==> src/rtl/video_pattern_gen.sv <==
// video_pattern_gen: raster timing generator (active/front porch/sync/back porch)
// with four selectable test patterns and a fixed one-clock output latency.
// Optional feature macro: VPG_FRAME_CNT_EN adds o_frame_cnt and scrolls the bars.
module video_pattern_gen #(
  parameter int unsigned H_ACTIVE = 640,
  parameter int unsigned H_FP     = 16,
  parameter int unsigned H_SYNC   = 96,
  parameter int unsigned H_BP     = 48,
  parameter int unsigned V_ACTIVE = 480,
  parameter int unsigned V_FP     = 10,
  parameter int unsigned V_SYNC   = 2,
  parameter int unsigned V_BP     = 33
) (
  input  logic       clk,
  input  logic       rstn,
  input  logic       i_en,
  input  logic [1:0] i_pat_sel,
  output logic       o_vsync,
  output logic       o_hsync,
  output logic       o_de,
  output logic [9:0] o_r_data,
  output logic [9:0] o_g_data,
  output logic [9:0] o_b_data
`ifdef VPG_FRAME_CNT_EN
  ,
  output logic [7:0] o_frame_cnt
`endif
);

  localparam int unsigned H_TOTAL  = H_ACTIVE + H_FP + H_SYNC + H_BP;
  localparam int unsigned V_TOTAL  = V_ACTIVE + V_FP + V_SYNC + V_BP;
  // Counters are at least 10 bits wide (horizontal) / 5 bits (vertical) so the
  // ramp and checkerboard bit taps always exist.
  localparam int unsigned HW       = ($clog2(H_TOTAL) > 10) ? $clog2(H_TOTAL) : 10;
  localparam int unsigned VW       = ($clog2(V_TOTAL) > 5) ? $clog2(V_TOTAL) : 5;
  localparam int unsigned BW       = HW + 3;
  localparam int unsigned HS_START = H_ACTIVE + H_FP;
  localparam int unsigned HS_END   = H_ACTIVE + H_FP + H_SYNC;
  localparam int unsigned VS_START = V_ACTIVE + V_FP;
  localparam int unsigned VS_END   = V_ACTIVE + V_FP + V_SYNC;

  logic [HW-1:0] h_cnt_q, h_cnt_d;
  logic [VW-1:0] v_cnt_q, v_cnt_d;
  logic [1:0]    pat_q, pat_d;
  logic          de_q, de_d;
  logic          hs_q, hs_d;
  logic          vs_q, vs_d;
  logic [9:0]    r_q, r_d;
  logic [9:0]    g_q, g_d;
  logic [9:0]    b_q, b_d;

  logic          h_last;
  logic          v_last;
  logic          frame_start;
  logic          de_term;
  logic          hs_term;
  logic          vs_term;
  logic [2:0]    bar_idx;
  logic [2:0]    bar_sel;
  logic          chk_bit;
  logic [9:0]    pix_r;
  logic [9:0]    pix_g;
  logic [9:0]    pix_b;

`ifdef VPG_FRAME_CNT_EN
  logic [7:0]    frame_cnt_q, frame_cnt_d;
`endif

  // Raster position decode from the current counter state
  always_comb begin
    h_last      = (h_cnt_q == HW'(H_TOTAL - 1));
    v_last      = (v_cnt_q == VW'(V_TOTAL - 1));
    frame_start = (h_cnt_q == '0) && (v_cnt_q == '0);
    de_term     = (h_cnt_q < HW'(H_ACTIVE)) && (v_cnt_q < VW'(V_ACTIVE));
    hs_term     = (h_cnt_q >= HW'(HS_START)) && (h_cnt_q < HW'(HS_END));
    vs_term     = (v_cnt_q >= VW'(VS_START)) && (v_cnt_q < VW'(VS_END));
  end

  // Counter advance; disabling parks both counters at the frame origin
  always_comb begin
    h_cnt_d = h_cnt_q;
    v_cnt_d = v_cnt_q;
    if (!i_en) begin
      h_cnt_d = '0;
      v_cnt_d = '0;
    end else if (h_last) begin
      h_cnt_d = '0;
      v_cnt_d = v_last ? '0 : v_cnt_q + VW'(1);
    end else begin
      h_cnt_d = h_cnt_q + HW'(1);
    end
  end

  // Pattern is latched only at the frame origin; the origin pixel already uses the new value
  always_comb begin
    pat_d = frame_start ? i_pat_sel : pat_q;
  end

  // Colour-bar index: number of bar boundaries at or left of the current pixel
  always_comb begin
    bar_idx = '0;
    for (int k = 1; k < 8; k++) begin
      if ({h_cnt_q, 3'b000} >= BW'(k * H_ACTIVE)) begin
        bar_idx = bar_idx + 3'd1;
      end
    end
  end

  // Bar scrolling by frame count when the frame counter is present
  always_comb begin
`ifdef VPG_FRAME_CNT_EN
    bar_sel = bar_idx + frame_cnt_q[2:0];
`else
    bar_sel = bar_idx;
`endif
  end

  // Pattern pixel generation
  always_comb begin
    chk_bit = h_cnt_q[4] ^ v_cnt_q[4];
    pix_r   = '0;
    pix_g   = '0;
    pix_b   = '0;
    unique case (pat_d)
      2'd0: begin
        pix_r = {10{~bar_sel[1]}};
        pix_g = {10{~bar_sel[2]}};
        pix_b = {10{~bar_sel[0]}};
      end
      2'd1: begin
        pix_r = h_cnt_q[9:0];
        pix_g = h_cnt_q[9:0];
        pix_b = h_cnt_q[9:0];
      end
      2'd2: begin
        pix_r = {10{chk_bit}};
        pix_g = {10{chk_bit}};
        pix_b = {10{chk_bit}};
      end
      default: begin
        pix_r = 10'h200;
        pix_g = 10'h200;
        pix_b = 10'h200;
      end
    endcase
  end

  // Output next-state: blanked when disabled, RGB forced to 0 outside active video
  always_comb begin
    de_d = 1'b0;
    hs_d = 1'b0;
    vs_d = 1'b0;
    r_d  = '0;
    g_d  = '0;
    b_d  = '0;
    if (i_en) begin
      de_d = de_term;
      hs_d = hs_term;
      vs_d = vs_term;
      if (de_term) begin
        r_d = pix_r;
        g_d = pix_g;
        b_d = pix_b;
      end
    end
  end

`ifdef VPG_FRAME_CNT_EN
  // Frame counter steps on the vertical wrap and rolls over naturally at 255
  always_comb begin
    frame_cnt_d = frame_cnt_q;
    if (i_en && h_last && v_last) begin
      frame_cnt_d = frame_cnt_q + 8'd1;
    end
  end

  // Frame counter register
  always_ff @(posedge clk or negedge rstn) begin
    if (!rstn) begin
      frame_cnt_q <= '0;
    end else begin
      frame_cnt_q <= frame_cnt_d;
    end
  end

  assign o_frame_cnt = frame_cnt_q;
`endif

  // Counter, pattern and output registers
  always_ff @(posedge clk or negedge rstn) begin
    if (!rstn) begin
      h_cnt_q <= '0;
      v_cnt_q <= '0;
      pat_q   <= '0;
      de_q    <= 1'b0;
      hs_q    <= 1'b0;
      vs_q    <= 1'b0;
      r_q     <= '0;
      g_q     <= '0;
      b_q     <= '0;
    end else begin
      h_cnt_q <= h_cnt_d;
      v_cnt_q <= v_cnt_d;
      pat_q   <= pat_d;
      de_q    <= de_d;
      hs_q    <= hs_d;
      vs_q    <= vs_d;
      r_q     <= r_d;
      g_q     <= g_d;
      b_q     <= b_d;
    end
  end

  assign o_de     = de_q;
  assign o_hsync  = hs_q;
  assign o_vsync  = vs_q;
  assign o_r_data = r_q;
  assign o_g_data = g_q;
  assign o_b_data = b_q;

endmodule

==> config.mk <==
export PLATFORM = sky130hd
export DESIGN_NAME = video_pattern_gen
export DESIGN_NICKNAME = d
export VERILOG_FILES = /design/src/rtl/video_pattern_gen.sv
export SDC_FILE = /design/constraint.sdc
export NUM_CORES = 1
export LEC_CHECK = 0
export BUFFER_PORTS_ARGS = -buffer_cell sky130_fd_sc_hd__buf_2
export CORE_MARGIN = 2
export CORE_UTILIZATION = 35
export DETAILED_ROUTE_END_ITERATION = 10
export HOLD_SLACK_MARGIN = 0.03
export SETUP_SLACK_MARGIN = 0.1
export SYNTH_ARGS = -nofsm -noshare
export SYNTH_HDL_FRONTEND = slang
export SYNTH_SLANG_ARGS = --single-unit
export TNS_END_PERCENT = 5
==> constraint.sdc <==
create_clock -name clk -period 4.8 [get_ports clk]
set_input_delay 0.96 -clock clk [delete_from_list [all_inputs] [get_ports clk]]
set_output_delay 0.96 -clock clk [all_outputs]
set_load 0.02 [all_outputs]
==> results of run 1 <==
state kept, by name (all words and copies together) (netlist names):
| name | cells |
|---|---|
| o_r_data | 10 |
| o_vsync | 1 |
| h_cnt_q | 10 |
| o_g_data | 10 |
| o_b_data | 10 |
| o_de | 1 |
| o_hsync | 1 |
| v_cnt_q | 10 |
| pat_q | 2 |
path summary, 6_finish.rpt:
check,startpoint,end,slack (ns),cells past startpoint
worst min-delay path,v_cnt_q[7],v_cnt_q[7],0.54,1
min in group asynchronous,rstn,o_b_data[3],0.76,2
worst max register to register,h_cnt_q[5],o_g_data[5],0.59,18
worst min register to register,v_cnt_q[7],v_cnt_q[7],0.54,1
max in group asynchronous,rstn,h_cnt_q[5],3.58,2
worst max-delay path,h_cnt_q[5],o_g_data[5],0.59,18
metrics by stage:
stage	setup WS (ns)	instance area, µm²
after global routing	0.1343	3381
final	0.5853	3381
after detailed placement	0.6210	3292
after global placement	0.8141	3292
after floorplan	0.7875	3009
after CTS	0.5622	3381
kinds of logic after synthesis:
group / count (synthesis) / synth area share (%)
xor+xnor: 17 / 4.948
fa+ha+maj: 11 / 4.574
mux: 3 / 1.081
simple gates: 114 / 20.71
flops: 55 / 45.74
buf+inv: 35 / 4.865
compound gates: 87 / 18.09
critical path, delay by kind of cell (launching register included):
kind | cells | cell delay [ns]
xor gates and xnor gates | 3 | 0.50
adders and majority gates | 3 | 0.91
DFF | 1 | 0.60
buffers and inverters | 2 | 0.22
and+or+nand+nor | 5 | 0.96
AOI/OAI and AO/OA | 5 | 0.95
layout by cell type, fill, tap and decap left out, types with 2 or more instances in the layout:
| cell | Yosys | layout |
|---|---|---|
| nor4_1 | 4 | 4 |
| buf_2 | 3 | 37 |
| a2bb2oi_1 | 2 | 2 |
| dfrtp_1 | 55 | 55 |
| buf_4 | 1 | 7 |
| and2_1 | 9 | 9 |
| o221ai_1 | 3 | 3 |
| xnor2_1 | 12 | 12 |
| nor2_1 | 21 | 21 |
| clkbuf_8 | 0 | 5 |
| nand2b_1 | 10 | 10 |
| a21oi_1 | 35 | 35 |
| xor2_1 | 5 | 5 |
| mux2_2 | 2 | 2 |
| and4_1 | 2 | 2 |
| nor4b_1 | 3 | 3 |
| inv_1 | 16 | 16 |
| and3_1 | 3 | 3 |
| o21ai_0 | 19 | 19 |
| nand4_1 | 4 | 4 |
| nor3_1 | 5 | 5 |
| o31ai_1 | 4 | 4 |
| a21oi_2 | 9 | 9 |
| nor2b_1 | 2 | 2 |
| nand2_1 | 25 | 25 |
| o21ai_1 | 3 | 3 |
| ha_1 | 11 | 11 |
| a211oi_1 | 2 | 2 |
| nand3b_1 | 3 | 3 |
| nand3_1 | 15 | 15 |
cell type report:
cell class,instances,area (µm²),share of cell area (%)
multi-input combinational,232,1486,43.97
sequential,55,1376,40.71
timing repair buffer,44,237.7,7.032
tap,105,131.4,3.886
clock buffer,6,72.57,2.147
inverter,16,60.06,1.776
clock inverter,2,16.27,0.4811
layer usage:
layer | vias to the layer above | track usage, % | share of wire, %
li1 | 1195 | - | -
met1 | 1140 | 20.43 | 48
met2 | 51 | 21.90 | 46
met3 | 7 | 2.601 | 4.1
met4 | 0 | 4.225 | 0.98
met5 | - | 0 | 0
power by group:
group	leakage [nW]	switching, W	internal, W
clock network	0.0418	0.000153	0.000105
logic	0.801	0.000152	0.0000640
registers	0.744	0.0000155	0.000508
total	1.59	0.000320	0.000677
==> run metrics, run 1 <==
status completed; vias per std cell around 5.2; Mapped Avg Cell Area ~9.3 µm²; 1st-iter DRT viols 133; cell taking the most area after synthesis dfrtp_1; critical path capture point type register; cts hold-fix bufs 0; GRT Overall Usage between 10 and 15%; H-tree depth 2; Synthesis Warnings 0; synth unique cells 50; Synth area leaders dfrtp_1, a21oi_1, ha_1; ys async rst share 100.0%; initial antenna violation count 0; die area 9355 µm²; Setup-failing EPs final 0; Leak around 1.6 nW; fill count between 800 and 900; Max-slew headroom a little over half; max_cap viols 0; Synth top cells by count dfrtp_1, a21oi_1, nand2_1, nor2_1, o21ai_0; prevailing post-synth register cell dfrtp_1; DRC 0; Max clock buf depth 2; number of enable flip-flop cells after synthesis 0; register area share after synthesis a little under half; Post-Synthesis Cell Area around 3000 µm²; # nets final 370; Yosys reg bits 55; Worst EP required about 5 ns; RSZ-0062 raised after global routing false; Min Hold Slack ~0.54 ns; Core ar. between 8000 and 9000 µm²; WS Path Type reg2reg; vias ~2400; CP most frequent cell ha_1; Avg WL per Cell between 10 and 15 µm; vias in the first global route ~2300; Tcrit/Tclk final slightly below 90%; Peak Freq roughly 240 MHz; Routed WL 6417 µm; # rows 33; Critical-path top delay cell dfrtp_1; IO Count 38; Synth top area share 45.74%; dpl hpwl about 4700 µm; power consumption 0.0009976 W; clock latency on the worst-skew pair approximately 0.31 ns; die width 96.72 µm; Power Density 295.1 nW/µm²; CP Data Arrival Time between 4 and 5 ns; first-pass GRT wire length between 10000 and 15000 µm; crit path cell chain o21ai_0 > and2_1 > ha_1 > nor3_1 > a22o_1 > nor2_1 > inv_1 > ha_1 > inv_1 > o221ai_1 > a21oi_1 > ha_1 > nand3_1 > xor2_1 > xnor2_1 > xnor2_1 > nand2_1 > a21oi_1; Slew @ Worst Pin slightly below 0.7 ns; Initial Utilization ~36%; Layout Utilization between 40% and 50%; number of I/O port buffers 37; CTS tree yes; share of layout cells above drive strength 1 roughly a fifth; Worst VDD drop 117.5 µV; Synth Instances about 320; GRT Residual Overflow 0; DIE HEIGHT 96.72 µm; largest net degree at the start of global routing 56; total negative slack 0 ns; Root Buffer clkbuf_8; Max Clock Skew 0.003173 ns; most numerous cell in the Yosys netlist dfrtp_1; crit path max fanout 13; Post-DRT Antenna Nets 0; CTS-repair resized insts 0; total setup buffers inserted after CTS 0; Final Non-Filler Cells 460; GP Congestion 0.8860; Sink Count between 50 and 60; final hold vios 0; ANT cells 0; min cycle time layout ~4.2 ns; Critical Path Source Type register; Worst Hold Class reg2reg; Area Overhead vs Synth 12.35%; Worst-path clk slew about 0.10 ns; DRT Pass-1 Iters 4; CTS buffer count 5; Slew Limit Fails 0; placed cells 452; Synth Net Count 338; Crit path largest cell delay about 0.60 ns
No activity file was read; power rests on OpenSTA's default activity.
==> run 2, diff against run 1 <==
--- a/config.mk
+++ b/config.mk
@@ -5,6 +5,7 @@
 export SDC_FILE = /design/constraint.sdc
 export NUM_CORES = 1
 export LEC_CHECK = 0
+export ABC_AREA = 1
 export BUFFER_PORTS_ARGS = -buffer_cell sky130_fd_sc_hd__buf_2
 export CORE_MARGIN = 2
 export CORE_UTILIZATION = 35
==> run 2 against run 1 <==
  * Clock power up 2%
  * Core utilization rose by 0.19 points
  * Clock-buffer cell count fell by 1
  * Largest cell class unchanged
  * Highest routed layer unchanged
==> run metrics, run 2 <==
status completed (unchanged); Yosys reg bits 55 (unchanged); Mapped Avg Cell Area 8.323 µm² (was 9.345 µm²); Power Density 327.7 nW/µm² (was 295.1 nW/µm²); die width 97.17 µm (was 96.72 µm); total negative slack 0 ns (unchanged); Sw Pwr 0.0003962 W (was 0.0003203 W); Avg WL per Cell 12.25 µm (was 13.95 µm); Critical-path top delay cell dfrtp_1 (unchanged); cts hold-fix bufs 0 (unchanged); max_cap viols 0 (unchanged); Leak 1.741 nW (was 1.586 nW); Synth top area share 45.30% (was 45.74%); DRC 0 (unchanged); Synth top cells by count nand2_1, dfrtp_1, inv_1, a21oi_1, nand3_1 (was dfrtp_1, a21oi_1, nand2_1, nor2_1, o21ai_0); Peak Freq 252.3 MHz (was 237.3 MHz); Max clock buf depth 2 (unchanged); 1st-iter DRT viols 124 (was 133); register area share after synthesis 45.30% (was 45.74%); highest metal used met4 (unchanged); CP Data Arrival Time 4.14 ns (was 4.45 ns); Largest delay share family, worst path simple AND/OR/NAND/NOR gates (unchanged); Core ar. 8299 µm² (was 8258 µm²); Worst Path Buf+Inv 5 (was 2); most frequent cells in the layout nand2_1, dfrtp_1, inv_1 (was dfrtp_1, buf_2, a21oi_1); ys async rst share 100.0% (unchanged); Setup-failing EPs final 0 (unchanged); clock share of power 23.5% (was 25.8%); Post-Synthesis Cell Area 3038 µm² (was 3009 µm²); Max Clock Skew 0.005007 ns (was 0.003173 ns); largest net degree at the start of global routing 56 (unchanged); Tcrit/Tclk final 82.56% (was 87.81%); Area Overhead vs Synth 12.36% (was 12.35%); Met3 Wirelength 374 µm (was 262 µm); Worst VDD drop 118.9 µV (was 117.5 µV); vias in the first global route 2419 (was 2301); H-tree depth 2 (unchanged); Critical Path Source Type register (unchanged); GRT Residual Overflow 0 (unchanged); Initial Utilization 36.60% (was 36.44%); dpl hpwl 4814 µm (was 4689 µm); Slew @ Worst Pin 0.6718 ns (was 0.6848 ns); Post-DRT Antenna Nets 0 (unchanged); WL met1 3030 µm (was 3109 µm); Synth area leaders dfrtp_1, nand2_1, a21oi_1 (was dfrtp_1, a21oi_1, ha_1); Final Instance Area 3413 µm² (was 3381 µm²); met2 wire length 2772 µm (was 2982 µm); initial antenna violation count 0 (unchanged); vias per std cell 4.837 (was 5.202); Slew Limit Fails 0 (unchanged); placed standard-cell area 3321 µm² (was 3292 µm²); # rows 33 (unchanged); fill count 817 (was 825); GRT Overall Usage 14.16% (was 14.21%); Routed WL 6246 µm (was 6417 µm); clock latency on the worst-skew pair 0.31 ns (about the same); number of enable flip-flop cells after synthesis 0 (unchanged); DIE HEIGHT 97.17 µm (was 96.72 µm); Sw Ratio 35.43% (was 32.11%); Logic pwr share 27.6% (was 21.7%); vias 2467 (was 2393); final hold vios 0 (unchanged); Layout Utilization 41.13% (was 40.94%); most common cell after layout, fill and taps aside nand2_1 (was dfrtp_1); DRT Pass-1 Iters 4 (unchanged); number of I/O port buffers 37 (unchanged); CTS tree yes (unchanged); Synth Net Count 381 (was 338); Pint 0.0007222 W (was 0.0006773 W); Sink Count 55 (unchanged); CTS-repair resized insts 0 (unchanged); sequential power share 48.9% (was 52.5%); WS Path Type reg2reg (unchanged); CP most frequent cell nand2_1 (was ha_1); first-pass GRT wire length 11210 µm (was 11180 µm); RSZ-0062 raised after global routing false (unchanged); Synthesis Warnings 0 (unchanged); Worst Hold Class reg2reg (unchanged); crit path max fanout 10 (was 13); Max-slew headroom 55.21% (was 54.35%); prevailing post-synth register cell dfrtp_1 (unchanged); min cycle time layout 3.963 ns (was 4.215 ns); critical path capture point type register (unchanged); Synth Instances 365 (was 322); share of layout cells above drive strength 1 20.74% (was 18.87%); CTS buffer count 5 (unchanged); GP Congestion 0.8224 (was 0.8860); total setup buffers inserted after CTS 0 (unchanged); Worst-path clk slew 0.10 ns (about the same); Crit path largest cell delay 0.50 ns (was 0.60 ns); most numerous cell in the Yosys netlist nand2_1 (was dfrtp_1); Root Buffer clkbuf_8 (unchanged); Worst EP required 4.97 ns (was 5.04 ns); # nets final 420 (was 370); ANT cells 0 (unchanged); synth unique cells 36 (was 50); die area 9441 µm² (was 9355 µm²); IO Count 38 (unchanged); cell taking the most area after synthesis dfrtp_1 (unchanged)
run 2: per-layer routing:
| metal | vias to the layer above | global-route usage (%) |
|---|---|---|
| met5 | - | 0 |
| met4 | 0 | 4.117 |
| li1 | 1273 | - |
| met1 | 1115 | 20.07 |
| met2 | 71 | 21.79 |
| met3 | 8 | 3.094 |
run 2: area by class of cell:
cell class	instances	area [µm²]	area share, %
tap	105	131.4	3.849
clock buffer	5	68.82	2.016
inverter	60	225.2	6.598
timing repair buffer	38	192.7	5.645
multi-input combinational	244	1395	40.87
clock inverter	3	23.77	0.6965
sequential	55	1376	40.32
run 2: worst paths after layout:
path / start / slack, ns / to / cells after the start
setup reg to reg: h_cnt_q[9] / 0.84 / o_g_data[2] / 29
max in group asynchronous: rstn / 3.60 / h_cnt_q[6] / 2
hold reg to reg: h_cnt_q[0] / 0.47 / h_cnt_q[0] / 1
min in group asynchronous: rstn / 0.76 / o_b_data[2] / 2
setup / recovery: h_cnt_q[9] / 0.84 / o_g_data[2] / 29
hold / removal: h_cnt_q[0] / 0.47 / h_cnt_q[0] / 1
run 2: through the flow:
step           worst slack [ns]  hold WS (ns)  cells  total power (W)
4_1_cts                  0.8259        0.4712    510         0.001133
3_5_place_dp             0.8568        0.4570    502        0.0008708
3_3_place_gp             0.9506        0.4539    502        0.0008659
5_1_grt                  0.3449        0.5225    510         0.001187
2_1_floorplan             1.228        0.4302    365        0.0007753
6_report                 0.8371        0.4711    510         0.001118
run 2: logic make-up after synthesis:
kind of cell	Yosys count	share of synthesized area, %
adders and majority gates	11	4.530
AOI/OAI and AO/OA	72	14.75
xor gates and xnor gates	2	0.5767
DFF	55	45.30
buffers and inverters	66	8.772
and+or+nand+nor	159	26.07
run 2: power groups by stage:
stage                     combinational (W)  sequential (W)  clock [W]
after floorplan                    0.000138        0.000637          0
after global placement             0.000309        0.000557          0
after detailed placement           0.000313        0.000558          0
after CTS                          0.000314        0.000548   0.000271
after global routing               0.000341        0.000554   0.000292
final                              0.000309        0.000547   0.000263
